--- src/rtl/alu_pkg.sv ---
// Shared ALU definitions: ALU_control encodings and the mult/div sequencer state encoding.
package alu_pkg;

   localparam logic [3:0] ALU_ADD = 4'b0000;
   localparam logic [3:0] ALU_SUB = 4'b0001;
   localparam logic [3:0] ALU_MUL = 4'b0010;
   localparam logic [3:0] ALU_DIV = 4'b0011;
   localparam logic [3:0] ALU_SLL = 4'b0100;
   localparam logic [3:0] ALU_SRL = 4'b0101;
   localparam logic [3:0] ALU_AND = 4'b1000;
   localparam logic [3:0] ALU_OR  = 4'b1001;
   localparam logic [3:0] ALU_XOR = 4'b1010;
   localparam logic [3:0] ALU_NOR = 4'b1011;

   typedef enum logic [1:0] {
      ST_IDLE = 2'b00,
      ST_MUL  = 2'b01,
      ST_DIV  = 2'b10
   } md_state_e;

   // True when an ALU_control code selects one of the given multi-cycle ops.
   function automatic logic op_matches(input logic [3:0] code,
                                       input logic [3:0] mul_code,
                                       input logic [3:0] div_code);
      return (code == mul_code) || (code == div_code);
   endfunction

endpackage

--- src/rtl/mul_div_step.sv ---
// One iteration of the unsigned shift-add multiplier or restoring divider.
// upper holds acc/remainder, lower holds multiplier/quotient, operand is multiplicand/divisor.
module mul_div_step #(
   parameter int unsigned WIDTH = 32
) (
   input  logic             div_mode_i,
   input  logic [WIDTH-1:0] upper_i,
   input  logic [WIDTH-1:0] lower_i,
   input  logic [WIDTH-1:0] operand_i,
   output logic [WIDTH-1:0] upper_o,
   output logic [WIDTH-1:0] lower_o
);

   logic [WIDTH:0] sum_s;
   logic [WIDTH:0] rem_sh_s;
   logic [WIDTH:0] trial_s;

   // Both candidate updates are formed every cycle; the mode picks one.
   always_comb begin
      sum_s    = {1'b0, upper_i} + (lower_i[0] ? {1'b0, operand_i} : {(WIDTH+1){1'b0}});
      rem_sh_s = {upper_i, lower_i[WIDTH-1]};
      trial_s  = rem_sh_s - {1'b0, operand_i};
      upper_o  = {WIDTH{1'b0}};
      lower_o  = {WIDTH{1'b0}};
      if (div_mode_i) begin
         // Top bit of the WIDTH+1 trial is the borrow: clear means remainder >= divisor.
         if (!trial_s[WIDTH]) begin
            upper_o = trial_s[WIDTH-1:0];
            lower_o = {lower_i[WIDTH-2:0], 1'b1};
         end else begin
            upper_o = rem_sh_s[WIDTH-1:0];
            lower_o = {lower_i[WIDTH-2:0], 1'b0};
         end
      end else begin
         upper_o = sum_s[WIDTH:1];
         lower_o = {sum_s[0], lower_i[WIDTH-1:1]};
      end
   end

endmodule

--- src/rtl/mult_div_sequencer.sv ---
// Multi-cycle MIPS mult/div controller: iterates WIDTH steps, then writes HI/LO and pulses done.
// Stalls upstream while busy if a new mult/div or an mfhi/mflo shows up.
module mult_div_sequencer
   import alu_pkg::*;
#(
   parameter int unsigned WIDTH    = 32,
   parameter logic [3:0]  MUL_CODE = ALU_MUL,
   parameter logic [3:0]  DIV_CODE = ALU_DIV
) (
   input  logic             clock,
   input  logic             resetn,
   input  logic             start,
   input  logic [3:0]       alu_control,
   input  logic [WIDTH-1:0] op_a,
   input  logic [WIDTH-1:0] op_b,
   input  logic             hilo_read,
   output logic             busy,
   output logic             stall,
   output logic             done,
   output logic             div_by_zero,
   output logic [WIDTH-1:0] hi,
   output logic [WIDTH-1:0] lo
);

   localparam int unsigned     CNT_W    = $clog2(WIDTH + 1);
   localparam logic [CNT_W-1:0] CNT_INIT = CNT_W'(WIDTH);
   localparam logic [CNT_W-1:0] CNT_ONE  = CNT_W'(1);

   md_state_e        state_q;
   logic [CNT_W-1:0] cnt_q;
   logic [WIDTH-1:0] upper_q;
   logic [WIDTH-1:0] lower_q;
   logic [WIDTH-1:0] operand_q;
   logic [WIDTH-1:0] hi_q;
   logic [WIDTH-1:0] lo_q;
   logic             done_q;
   logic             dbz_q;

   logic [WIDTH-1:0] upper_d;
   logic [WIDTH-1:0] lower_d;
   logic             accept_s;
   logic             div_zero_s;

   assign accept_s   = start && op_matches(alu_control, MUL_CODE, DIV_CODE);
   assign div_zero_s = (op_b == {WIDTH{1'b0}});

   mul_div_step #(
      .WIDTH (WIDTH)
   ) u_step (
      .div_mode_i (state_q == ST_DIV),
      .upper_i    (upper_q),
      .lower_i    (lower_q),
      .operand_i  (operand_q),
      .upper_o    (upper_d),
      .lower_o    (lower_d)
   );

   // Sequencer FSM, iteration counter and architectural HI/LO registers.
   always_ff @(posedge clock or negedge resetn) begin
      if (!resetn) begin
         state_q   <= ST_IDLE;
         cnt_q     <= {CNT_W{1'b0}};
         upper_q   <= {WIDTH{1'b0}};
         lower_q   <= {WIDTH{1'b0}};
         operand_q <= {WIDTH{1'b0}};
         hi_q      <= {WIDTH{1'b0}};
         lo_q      <= {WIDTH{1'b0}};
         done_q    <= 1'b0;
         dbz_q     <= 1'b0;
      end else begin
         done_q <= 1'b0;
         case (state_q)
            ST_IDLE: begin
               if (accept_s) begin
                  dbz_q <= 1'b0;
                  if (alu_control == MUL_CODE) begin
                     upper_q   <= {WIDTH{1'b0}};
                     lower_q   <= op_b;
                     operand_q <= op_a;
                     cnt_q     <= CNT_INIT;
                     state_q   <= ST_MUL;
                  end else if (div_zero_s) begin
                     // No iteration: report completion with HI/LO left untouched.
                     dbz_q  <= 1'b1;
                     done_q <= 1'b1;
                  end else begin
                     upper_q   <= {WIDTH{1'b0}};
                     lower_q   <= op_a;
                     operand_q <= op_b;
                     cnt_q     <= CNT_INIT;
                     state_q   <= ST_DIV;
                  end
               end
            end
            ST_MUL, ST_DIV: begin
               upper_q <= upper_d;
               lower_q <= lower_d;
               cnt_q   <= cnt_q - CNT_ONE;
               if (cnt_q == CNT_ONE) begin
                  hi_q    <= upper_d;
                  lo_q    <= lower_d;
                  done_q  <= 1'b1;
                  state_q <= ST_IDLE;
               end
            end
            default: begin
               state_q <= ST_IDLE;
               cnt_q   <= {CNT_W{1'b0}};
            end
         endcase
      end
   end

   assign busy        = (state_q != ST_IDLE);
   assign stall       = busy & (start | hilo_read);
   assign done        = done_q;
   assign div_by_zero = dbz_q;
   assign hi          = hi_q;
   assign lo          = lo_q;

endmodule
--- config.mk ---
export PLATFORM = sky130hd
export DESIGN_NAME = mult_div_sequencer
export DESIGN_NICKNAME = d
export VERILOG_FILES = /design/src/rtl/alu_pkg.sv /design/src/rtl/mul_div_step.sv /design/src/rtl/mult_div_sequencer.sv
export SDC_FILE = /design/constraint.sdc
export NUM_CORES = 1
export LEC_CHECK = 0
export CAP_MARGIN = 10
export CELL_PAD_IN_SITES_DETAIL_PLACEMENT = 0
export CELL_PAD_IN_SITES_GLOBAL_PLACEMENT = 1
export CORE_MARGIN = 2
export CORE_UTILIZATION = 40
export CTS_BUF_LIST = sky130_fd_sc_hd__clkbuf_16
export DETAILED_ROUTE_END_ITERATION = 6
export DONT_BUFFER_PORTS = 1
export GPL_TIMING_DRIVEN = 0
export PLACE_DENSITY = 0.71
export SLEW_MARGIN = 40
export SYNTH_ARGS = -nofsm -noshare
export SYNTH_HDL_FRONTEND = slang
export SYNTH_SLANG_ARGS = --single-unit
--- constraint.sdc ---
create_clock -name clock -period 4.26 [get_ports clock]
set_input_delay 0.852 -clock clock [delete_from_list [all_inputs] [get_ports clock]]
set_output_delay 0.852 -clock clock [all_outputs]
set_load 0.02 [all_outputs]
# Yosys cells after proc, flatten, opt, wreduce, memory -nomap -nowiden
# Index checks and enable logic that the tools add are counted.
dict set report op_classes {
  eq_ne 9
  n_mux 29
  reduce_logical 13
  n_addsub 3
  bitwise_logic 2
}
# op count
set op_table {}
lappend op_table {{$mux W32} 12}
lappend op_table {{$pmux W32 S2} 2}
lappend op_table {{$add A32 B33 Y33} 1}
lappend op_table {{$sub A33 B32 Y33} 1}
lappend op_table {{$logic_not A32 Y1} 1}
lappend op_table {{$mux W6} 3}
lappend op_table {{$pmux W6 S2} 1}
lappend op_table {{$reduce_and A3 Y1} 3}
lappend op_table {{$eq A4 B2 Y1 const B} 2}
lappend op_table {{$mux W2} 4}
lappend op_table {{$eq A6 B1 Y1 const B} 1}
lappend op_table {{$reduce_and A2 Y1} 3}
lappend op_table {{$sub A6 B1 Y6 const B} 1}
lappend op_table {{$mux W1} 5}
lappend op_table {{$ne A2 B2 Y1 const B} 2}
lappend op_table {{$pmux W2 S2} 1}
lappend op_table {{$reduce_bool A2 Y1} 2}
lappend op_table {{$ne A3 B3 Y1 const B} 1}
lappend op_table {{$eq A2 B1 Y1 const B} 1}
lappend op_table {{$eq A2 B2 Y1 const B} 1}
lappend op_table {{$logic_not A2 Y1} 1}
lappend op_table {{$ne A2 B1 Y1 const B} 1}
lappend op_table {{$pmux W1 S2} 1}
lappend op_table {{$reduce_or A2 Y1} 1}
lappend op_table {{4 further kinds} 4}
dict set report totals {
  out_inout_bits 68
  elab_cells 65
  input_bits 72
  ff_bits 170
}

# Depth between registers and ports, before layout
# Gate-level depths: netlist of run 1.
dict set report logic_depth {
  word_depth 5
  depth_mapped 14
  depth_no_buf 12
}

# By module
# A second synthesis of run 1 with hierarchy kept.
dict set report hier_totals {
  hier_cells 1347
  area_unflattened_um2 12460.7
}
# module cells_per_inst area_each_um2 n_inst seq_area_each_um2
set modules_own_cells {}
lappend modules_own_cells {mult_div_sequencer 665 7827.5 1 4254.1}
lappend modules_own_cells {mul_div_step 682 4633.2 1 0.0}

# Worst setup path before layout of run 1
# No wires, ideal clock.
dict set report synth_path {
  path_kind {reg2reg}
  from {register lower_q[0]}
  to {register hi_q[25] (netlist: hi[25])}
  period_less_slack_ps 3336
  setup_ps 125
  t_required_ps 4135
  n_path_buf 1
  t_arrival_ps 3211
  slack_ps 924
  path_stages_with_launch 14
  cell_sequence {dfrtp_1 -> clkbuf_1 -> and2_1 -> ha_1 -> fa_1 -> a211oi_1 -> o21a_1 -> o221ai_1 -> a31o_2 -> a41oi_2 -> o21ai_0 -> xnor2_1 -> mux2i_1 -> mux2_2}
}
dict set report synth_between {
  elab_chain_cells 3
}
# element line_no
set synth_rtl {}
lappend synth_rtl {{start: declaration} mult_div_sequencer.sv:32} ;# logic [WIDTH-1:0] lower_q;
lappend synth_rtl {{start signal: assignment} mult_div_sequencer.sv:64} ;# lower_q <= {WIDTH{1'b0}};
lappend synth_rtl {{start signal: assignment} mult_div_sequencer.sv:78} ;# lower_q <= op_b;
lappend synth_rtl {{start signal: assignment} mult_div_sequencer.sv:88} ;# lower_q <= op_a;
lappend synth_rtl {{$mux W32} mul_div_step.sv:20} ;# sum_s = {1'b0, upper_i} + (lower_i[0] ? {1'b0, operand_i} : {(WIDTH+1){1'b0}});
lappend synth_rtl {{$add A32 B33 Y33} mul_div_step.sv:20}
lappend synth_rtl {{$mux W32} mul_div_step.sv:25} ;# if (div_mode_i) begin
lappend synth_rtl {{end signal: assignment} mult_div_sequencer.sv:66} ;# hi_q <= {WIDTH{1'b0}};
lappend synth_rtl {{end signal: assignment} mult_div_sequencer.sv:100} ;# hi_q <= upper_d;
lappend synth_rtl {{end: declaration} mult_div_sequencer.sv:34} ;# logic [WIDTH-1:0] hi_q;
# No other way between the ends.
# A chain may end at the register's enable or synchronous reset.

# Final worst setup path of run 1
# Ends and elaborated chain as after synthesis.

==> results of run 1 <==
## worst paths after layout
path	start	end	slack [ps]	cells after the start
setup / recovery	lower_q[0]	hi[25]	210	13
hold / removal	resetn	hi[18]	90	0
setup reg to reg	lower_q[0]	hi[25]	210	13
hold reg to reg	operand_q[30]	operand_q[30]	500	2
max in group asynchronous	resetn	upper_q[25]	3800	0
min in group clock	alu_control[0]	state_q[0]	490	1
## Yosys cell counts, drive strengths merged, types with 5 or more instances
library cell	n
dfrtp	170
nand2	136
o21ai	132
mux2i	94
a21oi	77
a211oi	71
ha	69
clkbuf	64
a21o	57
nor2	53
inv	52
and2	37
nor2b	36
xnor2	34
mux2	29
a22o	26
xor2	19
buf	15
nand3	13
nor3	13
a31oi	11
nand4	10
o21bai	10
and4	9
nand2b	9
nor4	9
o211ai	8
o21a	7
or3	7
and3	5
o31ai	5
## power by group through the flow
stage	combinational, mW	sequential, mW	clock [mW]
finish	5.48	2.92	1.63
global route	6.06	3.00	1.70
CTS	5.46	2.91	1.64
detailed placement	5.43	2.94	0
global placement	5.38	2.94	0
floorplan	4.11	2.67	0
## cell families (layout without fill, tap and decap cells)
group / Yosys count / count (layout) / synth area share
DFF: 170 / 170 / 0.351
xor gates and xnor gates: 53 / 53 / 0.0383
and+or+nand+nor: 348 / 348 / 0.141
buffers and inverters: 131 / 164 / 0.0442
muxes: 123 / 123 / 0.105
adders and majority gates: 71 / 71 / 0.0746
AOI/OAI and AO/OA: 450 / 450 / 0.246
## registers in the layout, indices dropped and copies added (netlist names)
name	count
lower_q	32
done	1
lo	32
state_q	2
hi	32
div_by_zero	1
cnt_q	6
upper_q	32
operand_q	32
## stage by stage
stage	util	cell area (um^2)
global placement	0.424	12600
floorplan	-	12100
detailed placement	0.424	12600
CTS	0.444	13200
finish	0.445	13200
global route	0.445	13200
## cell type report
class / count / area [um^2] / share of cell area
plain buffers: 79 / 342 / 0.0258
clock buffers: 17 / 425 / 0.0322
clock inverters: 15 / 165 / 0.0125
inverters: 52 / 195 / 0.0148
multi-input cells: 1045 / 7340 / 0.555
flip-flops and latches: 170 / 4250 / 0.322
well taps: 390 / 488 / 0.0369
repair buffers: 1 / 7.51 / 0.000568
## routing by layer
| layer | global-route usage | wire length [um] | vias to the layer above | share of wire |
|---|---|---|---|---|
| met2 | 0.417 | 18300 | 284 | 0.46 |
| met5 | 0 | 0 | - | 0 |
| met4 | 0.0581 | 559 | 0 | 0.014 |
| met1 | 0.355 | 18400 | 5074 | 0.46 |
| li1 | - | - | 4958 | - |
| met3 | 0.0563 | 2450 | 38 | 0.062 |
## repair_timing
action                     CTS  global route
setup endpoints to repair    0             5
resized for setup            0             1
hold buffers                 0             0
==> results.py, run 1 <==
metrics = {
    "setup_path": {
        "critPathLaunchType": "flip-flop",
        "arrival_ps": 4390,
        "critical_path_buf_inv_count": 1,
        "cp_max_fo": 10,
        "cp_slowest_stage_delay_ps": 480,
        "crit_type": "flip-flop to flip-flop",
        "required_ps": 4600,
        "critical_path.top_delay_family": "compound AO/OA/AOI/OAI gates",
        "worst_path_max_delay_cell": "dfrtp_1",
        "crit_path_cell_trace": "clkbuf_1 > and2_1 > ha_1 > fa_1 > a211oi_2 > o21a_1 > o221ai_1 > a31o_2 > a41oi_2 > o21ai_0 > xnor2_1 > mux2i_1 > mux2_2",
        "endpoint_kind": "flip-flop",
    },
    "grt": {
        "grt_start_max_net_pins": 171,
        "grt.overflow.total": 0,
        "antenna_found_initial": 0,
        "grt_pass1_wl_mm": 61.9,
        "grt_pass1_vias": 10500,
        "track_usage": 0.259,
    },
    "power_and_ir_drop": {
        "leakage_nw": 6.19,
        "pwr-share-clk": 0.162,
        "pwr-share-seq": 0.291,
        "power.internal_mw": 5.19,
        "power_frac_comb": 0.546,
        "ir_worst_vdd_mv": 0.306,
        "powerDensity_nw_per_um2": 758,
        "total_power_mw": 10.0,
        "swShare": 0.482,
        "p_sw_mw": 4.83,
    },
    "drt": {
        "vias": 10400,
        "drc": 0,
        "drtAntennaViolNets": 0,
        "routedWlPerCell_um": 22.4,
        "first_iter_violations": 783,
        "via_per_inst": 5.85,
        "wl_mm": 39.7,
        "first_pass_iters": 5,
    },
    "synth": {
        "synth_area_leaders": "dfrtp_1, mux2i_1, ha_1, o21ai_0, a211oi_1",
        "synth_cell_types": 72,
        "synth-edff-count": 0,
        "synthCells": 1346,
        "synth-async-reset-ratio": 1.00,
        "yosysSeqAreaShare": 0.351,
        "ys_warn_count": 0,
        "syn_nets": 1489,
        "yosys.area.top_type": "dfrtp_1",
        "synth-main-ff-cell": "dfrtp_1",
        "avgSynthCellArea_um2": 9.00,
        "synth_top_area_share": 0.351,
        "syn_area_um2": 12100,
        "synth_seq_cells": 170,
    },
    "hold_path": {
        "hold_path_class": "input port to asynchronous set/reset pin",
    },
    "sta": {
        "setup_viol": 0,
        "clock_skew_ps": 11.7,
        "min_period_ps": 4050,
        "tns_ps": 0,
        "min_period_over_period": 0.952,
        "tightest_slew_ps": 927,
        "hold_slack_ps": 89.6,
        "rsz0062_at_grt": "no",
        "hold_viol": 0,
        "slew_headroom": 0.382,
        "setup_ws_ps": 206,
        "fmax_ghz": 0.247,
        "final_max_slew_viol_count": 0,
    },
    "place": {
        "pre_cts_slack_ps": -113,
        "place_congestion": 0.888,
        "place_hpwl_mm": 30.7,
        "dp.cells": 1736,
        "io_buffers": 0,
    },
    "clocking": {
        "cts_max_path_buffers": 2,
        "numCtsBuffers": 17,
        "cts_tree": "yes",
        "clk_latency_ps": 460,
        "htreeDepth": 4,
        "cts_setup_buffers": 0,
        "clkSinkCount": 170,
        "cts_root_buf": "clkbuf_16",
        "path_clk_slew_ps": 80,
    },
    "floorplan": {
        "start_util": 0.408,
        "ios": 140,
        "core-area_um2": 29700,
        "die_h_um": 178,
        "die_width_um": 178,
        "rows": 63,
        "die_area_um2": 31700,
    },
    "final_layout": {
        "final_cells": 1769,
        "drive_gt1_frac": 0.0660,
        "num_antenna_cells": 0,
        "layout_common_cells": "dfrtp_1, nand2_1, o21ai_0",
        "final_common_cell": "dfrtp_1",
        "fin_nets": 1509,
        "fillerInstances": 2978,
        "area_growth_pct": 9.07,
    },
    "status": {
        "status": "complete, no violations",
    },
    "job": {
        "cap_violations": 0,
    },
}
No activity file was read; power rests on OpenSTA's default activity.
==> inputs of run 2 (changes only) <==
--- a/config.mk
+++ b/config.mk
@@ -8,7 +8,7 @@
 export CAP_MARGIN = 10
 export CELL_PAD_IN_SITES_DETAIL_PLACEMENT = 0
 export CELL_PAD_IN_SITES_GLOBAL_PLACEMENT = 1
-export CORE_MARGIN = 2
+export CORE_MARGIN = 4
 export CORE_UTILIZATION = 40
 export CTS_BUF_LIST = sky130_fd_sc_hd__clkbuf_16
 export DETAILED_ROUTE_END_ITERATION = 6
==> constraint.sdc (replaced) <==
create_clock -name clock -period 4.1 [get_ports clock]
set_input_delay 0.82 -clock clock [delete_from_list [all_inputs] [get_ports clock]]
set_output_delay 0.82 -clock clock [all_outputs]
set_load 0.02 [all_outputs]
==> run 2 against run 1 <==
- wire length up 1.2%
- cell count down 0.11%
- critical endpoint is now upper_q[29]
- non-clock buffer count down 1
- global-route usage down 1.8 points
- largest power group unchanged
- maximum frequency up 0.29%
- cell area up 0.50%
- sequential power up 4%
- worst setup slack worse by 150 ps
==> results.py, run 2 (synthesis results as in run 1) <==
metrics = {
    "status": {
        "status": "complete, no violations",
    },
    "drt": {
        "drtAntennaViolNets": 0,
        "routedWlPerCell_um": 22.7,
        "first_pass_iters": 5,
        "wl_mm": 40.2,
        "via_per_inst": 5.86,
        "first_iter_violations": 776,
        "drc": 0,
        "vias": 10400,
    },
    "grt": {
        "track_usage": 0.240,
        "antenna_found_initial": 0,
        "grt_pass1_vias": 10200,
        "grt.overflow.total": 0,
        "grt_pass1_wl_mm": 61.8,
        "grt_start_max_net_pins": 171,
    },
    "sta": {
        "tightest_slew_ps": 887,
        "fmax_ghz": 0.247,
        "tns_ps": 0,
        "min_period_over_period": 0.986,
        "min_period_ps": 4040,
        "slew_headroom": 0.407,
        "hold_viol": 0,
        "setup_viol": 0,
        "final_max_slew_viol_count": 0,
        "clock_skew_ps": 13.5,
        "rsz0062_at_grt": "no",
    },
    "floorplan": {
        "die_area_um2": 33100,
        "die_width_um": 182,
        "start_util": 0.407,
        "die_h_um": 182,
        "rows": 63,
        "core-area_um2": 29800,
        "ios": 140,
    },
    "setup_path": {
        "crit_type": "flip-flop to flip-flop",
        "arrival_ps": 4350,
        "cp_max_fo": 10,
        "required_ps": 4400,
        "r2r_setup_slack_ps": 60,
        "endpoint_kind": "flip-flop",
        "critPathLaunchType": "flip-flop",
    },
    "hold_path": {
        "hold_path_class": "input port to asynchronous set/reset pin",
    },
    "clocking": {
        "clk_latency_ps": 450,
        "cts_setup_buffers": 0,
        "cts_tree": "yes",
        "cts_hold_buf": 0,
        "clkSinkCount": 170,
        "cts_root_buf": "clkbuf_16",
        "cts_max_path_buffers": 2,
        "numCtsBuffers": 17,
        "path_clk_slew_ps": 70,
        "htreeDepth": 4,
    },
    "final_layout": {
        "fin_nets": 1508,
        "final_common_cell": "dfrtp_1",
        "drive_gt1_frac": 0.0668,
        "layout_common_cells": "dfrtp_1, nand2_1, o21ai_0",
        "fillerInstances": 3031,
        "area_growth_pct": 9.61,
        "num_antenna_cells": 0,
        "design_area_um2": 13300,
    },
    "place": {
        "place_hpwl_mm": 31.1,
        "place_congestion": 0.925,
        "io_buffers": 0,
        "post_dp_cell_area_um2": 12600,
    },
    "job": {
        "cap_violations": 0,
    },
    "power_and_ir_drop": {
        "powerDensity_nw_per_um2": 799,
        "leakage_nw": 6.23,
        "ir_worst_vdd_mv": 0.315,
    },
}
-- run 2: cell count changes in the layout (fill, tap and decap cells not counted), moves of 2 or more --
| cell | delta |
|---|---|
| clkbuf_2 | +2 |
| clkinvlp_4 | -2 |
| bufinv_16 | +3 |
| clkbuf_1 | -3 |
| clkinv_4 | -3 |
-- run 2: where the power goes --
part / internal [mW] / switching, mW / total [mW]
Clock: 1.09 / 0.767 / 1.85
Combinational: 2.26 / 3.46 / 5.72
Sequential: 2.23 / 0.804 / 3.03
-- run 2: through the flow --
step | hold WS (ps) | worst slack (ps) | cells | utilization | power [mW]
final | 82.7 | 58.0 | 1767 | 0.446 | 10.6
after floorplan | 445 | 764 | 1346 | - | 7.05
after global placement | 466 | -446 | 1736 | 0.423 | 8.65
after global routing | 69.4 | 11.0 | 1767 | 0.446 | 11.4
after CTS | 50.8 | 21.8 | 1767 | 0.445 | 10.6
after detailed placement | 473 | -452 | 1736 | 0.423 | 8.69
-- run 2: cell type report --
class                      instances  area [um^2]  share of cell area
buffer                            79          345              0.0260
clock buffer                      17          425              0.0320
clock inverter                    14          216              0.0163
inverter                          52          195              0.0147
multi-input combinational       1045         7360               0.554
sequential                       170         4250               0.320
tap                              390          488              0.0367
-- run 2: path summary, 6_finish.rpt --
kind                                     start           to  cells after the start
worst max-delay path               lower_q[31]  upper_q[29]                     14
worst min-delay path                    resetn        hi[6]                      0
worst max register to register     lower_q[31]  upper_q[29]                     14
worst min register to register        cnt_q[4]     cnt_q[4]                      1
max in group asynchronous               resetn        lo[3]                      0
min in group clock              alu_control[0]   state_q[0]                      1
-- run 2: critical path, cell delays in order, from the launching register on --
cell and delay, ps:
dfrtp_1 410, inv_1 80, ha_1 250, fa_1 440, nand2b_1 200, a21oi_1 350, o21ai_1 270, a21oi_1 510
nor4_1 90, a211o_1 290, buf_6 180, buf_4 210, a21o_1 190, o22ai_1 310, o21ai_1 100
-- run 2: timing repair --
item                       4_1_cts  5_1_grt
setup endpoints to repair        6        8
cloned                           0        0
resized for setup                1        5
-- run 2: per-layer routing --
metal | track usage | routed length [um] | share of wire | vias up
met2 | 0.380 | 18100 | 0.45 | 317
met5 | 0 | 0 | 0 | -
li1 | - | - | - | 4960
met4 | 0.0666 | 853 | 0.021 | 0
met1 | 0.328 | 18300 | 0.46 | 5045
met3 | 0.0601 | 2880 | 0.072 | 39
==> inputs of run 3 (changes only) <==
--- a/config.mk
+++ b/config.mk
@@ -8,13 +8,13 @@
 export CAP_MARGIN = 10
 export CELL_PAD_IN_SITES_DETAIL_PLACEMENT = 0
 export CELL_PAD_IN_SITES_GLOBAL_PLACEMENT = 1
+export CORE_ASPECT_RATIO = 0.6
 export CORE_MARGIN = 4
 export CORE_UTILIZATION = 40
 export CTS_BUF_LIST = sky130_fd_sc_hd__clkbuf_16
 export DETAILED_ROUTE_END_ITERATION = 6
-export DONT_BUFFER_PORTS = 1
 export GPL_TIMING_DRIVEN = 0
-export PLACE_DENSITY = 0.71
+export PLACE_DENSITY = 0.79
 export SLEW_MARGIN = 40
 export SYNTH_ARGS = -nofsm -noshare
 export SYNTH_HDL_FRONTEND = slang
==> run 3 against run 2 <==
- die area rose by 0.28%
- critical path depth is the same
- clock skew down 3.3 ps
- cell area grew 11%
- sequential cell count is the same
- critical endpoint unchanged
==> results.py, run 3 (synthesis results as in run 1) <==
metrics = {
    "status": {
        "status": "complete, no violations",
    },
    "floorplan": {
        "core-area_um2": 29900,
        "ios": 140,
        "start_util": 0.405,
        "die_area_um2": 33200,
        "rows": 49,
        "die_h_um": 143,
        "die_width_um": 233,
    },
    "power_and_ir_drop": {
        "leakage_nw": 6.78,
        "ir_worst_vdd_mv": 0.388,
        "powerDensity_nw_per_um2": 745,
    },
    "drt": {
        "first_pass_iters": 5,
        "wl_mm": 43.3,
        "drtAntennaViolNets": 0,
        "first_iter_violations": 1015,
        "drc": 0,
        "vias": 11400,
        "via_per_inst": 5.90,
        "routedWlPerCell_um": 22.5,
    },
    "grt": {
        "grt_pass1_vias": 10900,
        "track_usage": 0.262,
        "grt.overflow.total": 0,
        "antenna_found_initial": 0,
        "grt_start_max_net_pins": 70,
        "grt_pass1_wl_mm": 66.4,
    },
    "place": {
        "io_buffers": 139,
        "post_dp_cell_area_um2": 14100,
        "place_hpwl_mm": 33.4,
        "pre_cts_slack_ps": -766,
        "place_congestion": 0.928,
    },
    "job": {
        "cap_violations": 0,
    },
    "final_layout": {
        "final_core_util": 0.493,
        "multi_input_area_um2": 7400,
        "drive_gt1_frac": 0.0718,
        "num_antenna_cells": 0,
        "fin_nets": 1649,
        "final_common_cell": "dfrtp_1",
        "design_area_um2": 14800,
        "area_growth_pct": 21.7,
        "layout_common_cells": "dfrtp_1, clkdlybuf4s50_1, nand2_1",
        "register_area_um2": 4250,
        "fillerInstances": 2912,
    },
    "sta": {
        "fmax_ghz": 0.252,
        "min_period_over_period": 0.968,
        "hold_viol": 0,
        "clock_skew_ps": 10.2,
        "final_max_slew_viol_count": 0,
        "min_period_ps": 3970,
        "slew_headroom": 0.418,
        "hold_slack_ps": 232,
        "setup_ws_ps": 132,
        "tightest_slew_ps": 873,
        "setup_viol": 0,
    },
    "setup_path": {
        "arrival_ps": 4350,
        "endpoint_kind": "flip-flop",
        "crit_type": "flip-flop to flip-flop",
        "critPathLaunchType": "flip-flop",
        "required_ps": 4480,
        "rr_worst_depth": 14,
        "cp_max_fo": 10,
    },
    "clocking": {
        "cts_max_path_buffers": 2,
        "cts_tree": "yes",
        "clk_latency_ps": 460,
        "numCtsBuffers": 17,
        "htreeDepth": 4,
        "clkSinkCount": 170,
        "path_clk_slew_ps": 70,
        "cts_root_buf": "clkbuf_16",
        "cts_setup_buffers": 0,
    },
    "hold_path": {
        "hold_path_class": "input port to asynchronous set/reset pin",
    },
}
[run 3: cell types whose count changed in the layout (fill, tap and decap cells not counted), sizes merged]
cell and change:
buf +3, bufinv -2, clkdlybuf4s50 +138, clkinv +4, inv -1
[run 3: path summary, 6_finish.rpt]
check                                  from     endpoint  slack [ps]
max in group asynchronous            resetn       hi[25]        3180
worst min register to register  div_by_zero  div_by_zero         480
min in group clock              div_by_zero  div_by_zero         480
worst min-delay path                 resetn   state_q[0]         230
worst max register to register  lower_q[31]  upper_q[29]         130
worst max-delay path            lower_q[31]  upper_q[29]         130
[run 3: report_power, final]
part,switching [mW],internal (mW),total [mW]
logic,3.90,2.59,6.49
clock network,0.748,0.948,1.70
registers,0.579,2.23,2.81
[run 3: final cells by class]
| class | instances | area share |
|---|---|---|
| Timing Repair Buffer | 141 | 0.0984 |
| Sequential cell | 170 | 0.288 |
| Clock inverter | 15 | 0.0109 |
| Multi-Input combinational cell | 1045 | 0.502 |
| Inverter | 52 | 0.0132 |
| Clock buffer | 17 | 0.0288 |
| Tap cell | 408 | 0.0346 |
| Buffer | 79 | 0.0241 |
[run 3: metal layers]
metal  global-route usage  up-vias  part of all wire
met2                0.352      468              0.39
li1                     -     5251                 -
met4               0.0537        0             0.014
met5                    0        -                 0
met3               0.0694       39             0.090
met1                0.415     5611              0.50
[run 3: through the flow]
step / std cells / total power [mW] / TNS, ps
6_report: 1927 / 11.0 / 0
4_1_cts: 1927 / 10.9 / -253
5_1_grt: 1927 / 11.7 / -1.82
2_1_floorplan: 1346 / 7.05 / 0
3_3_place_gp: 1893 / 9.01 / -919980
3_5_place_dp: 1895 / 9.12 / -35790
[run 3: what timing repair did]
item / in CTS / in global routing
setup endpoints to repair: 50 / 54
pin swaps: 0 / 0
cloned: 0 / 0
hold buffers: 0 / 0
gates resized for setup: 7 / 16
[run 3: worst max-delay path, cell delays in order (launching register included)]
cell and delay [ps]:
dfrtp_1 430, inv_1 90, ha_1 240, fa_1 430
nand2b_1 200, a21oi_1 330, o21ai_1 250, a21oi_1 390
nor4_1 80, a211o_1 280, buf_6 180, buf_4 210
a31oi_1 360, o22ai_2 220, o21ai_1 170
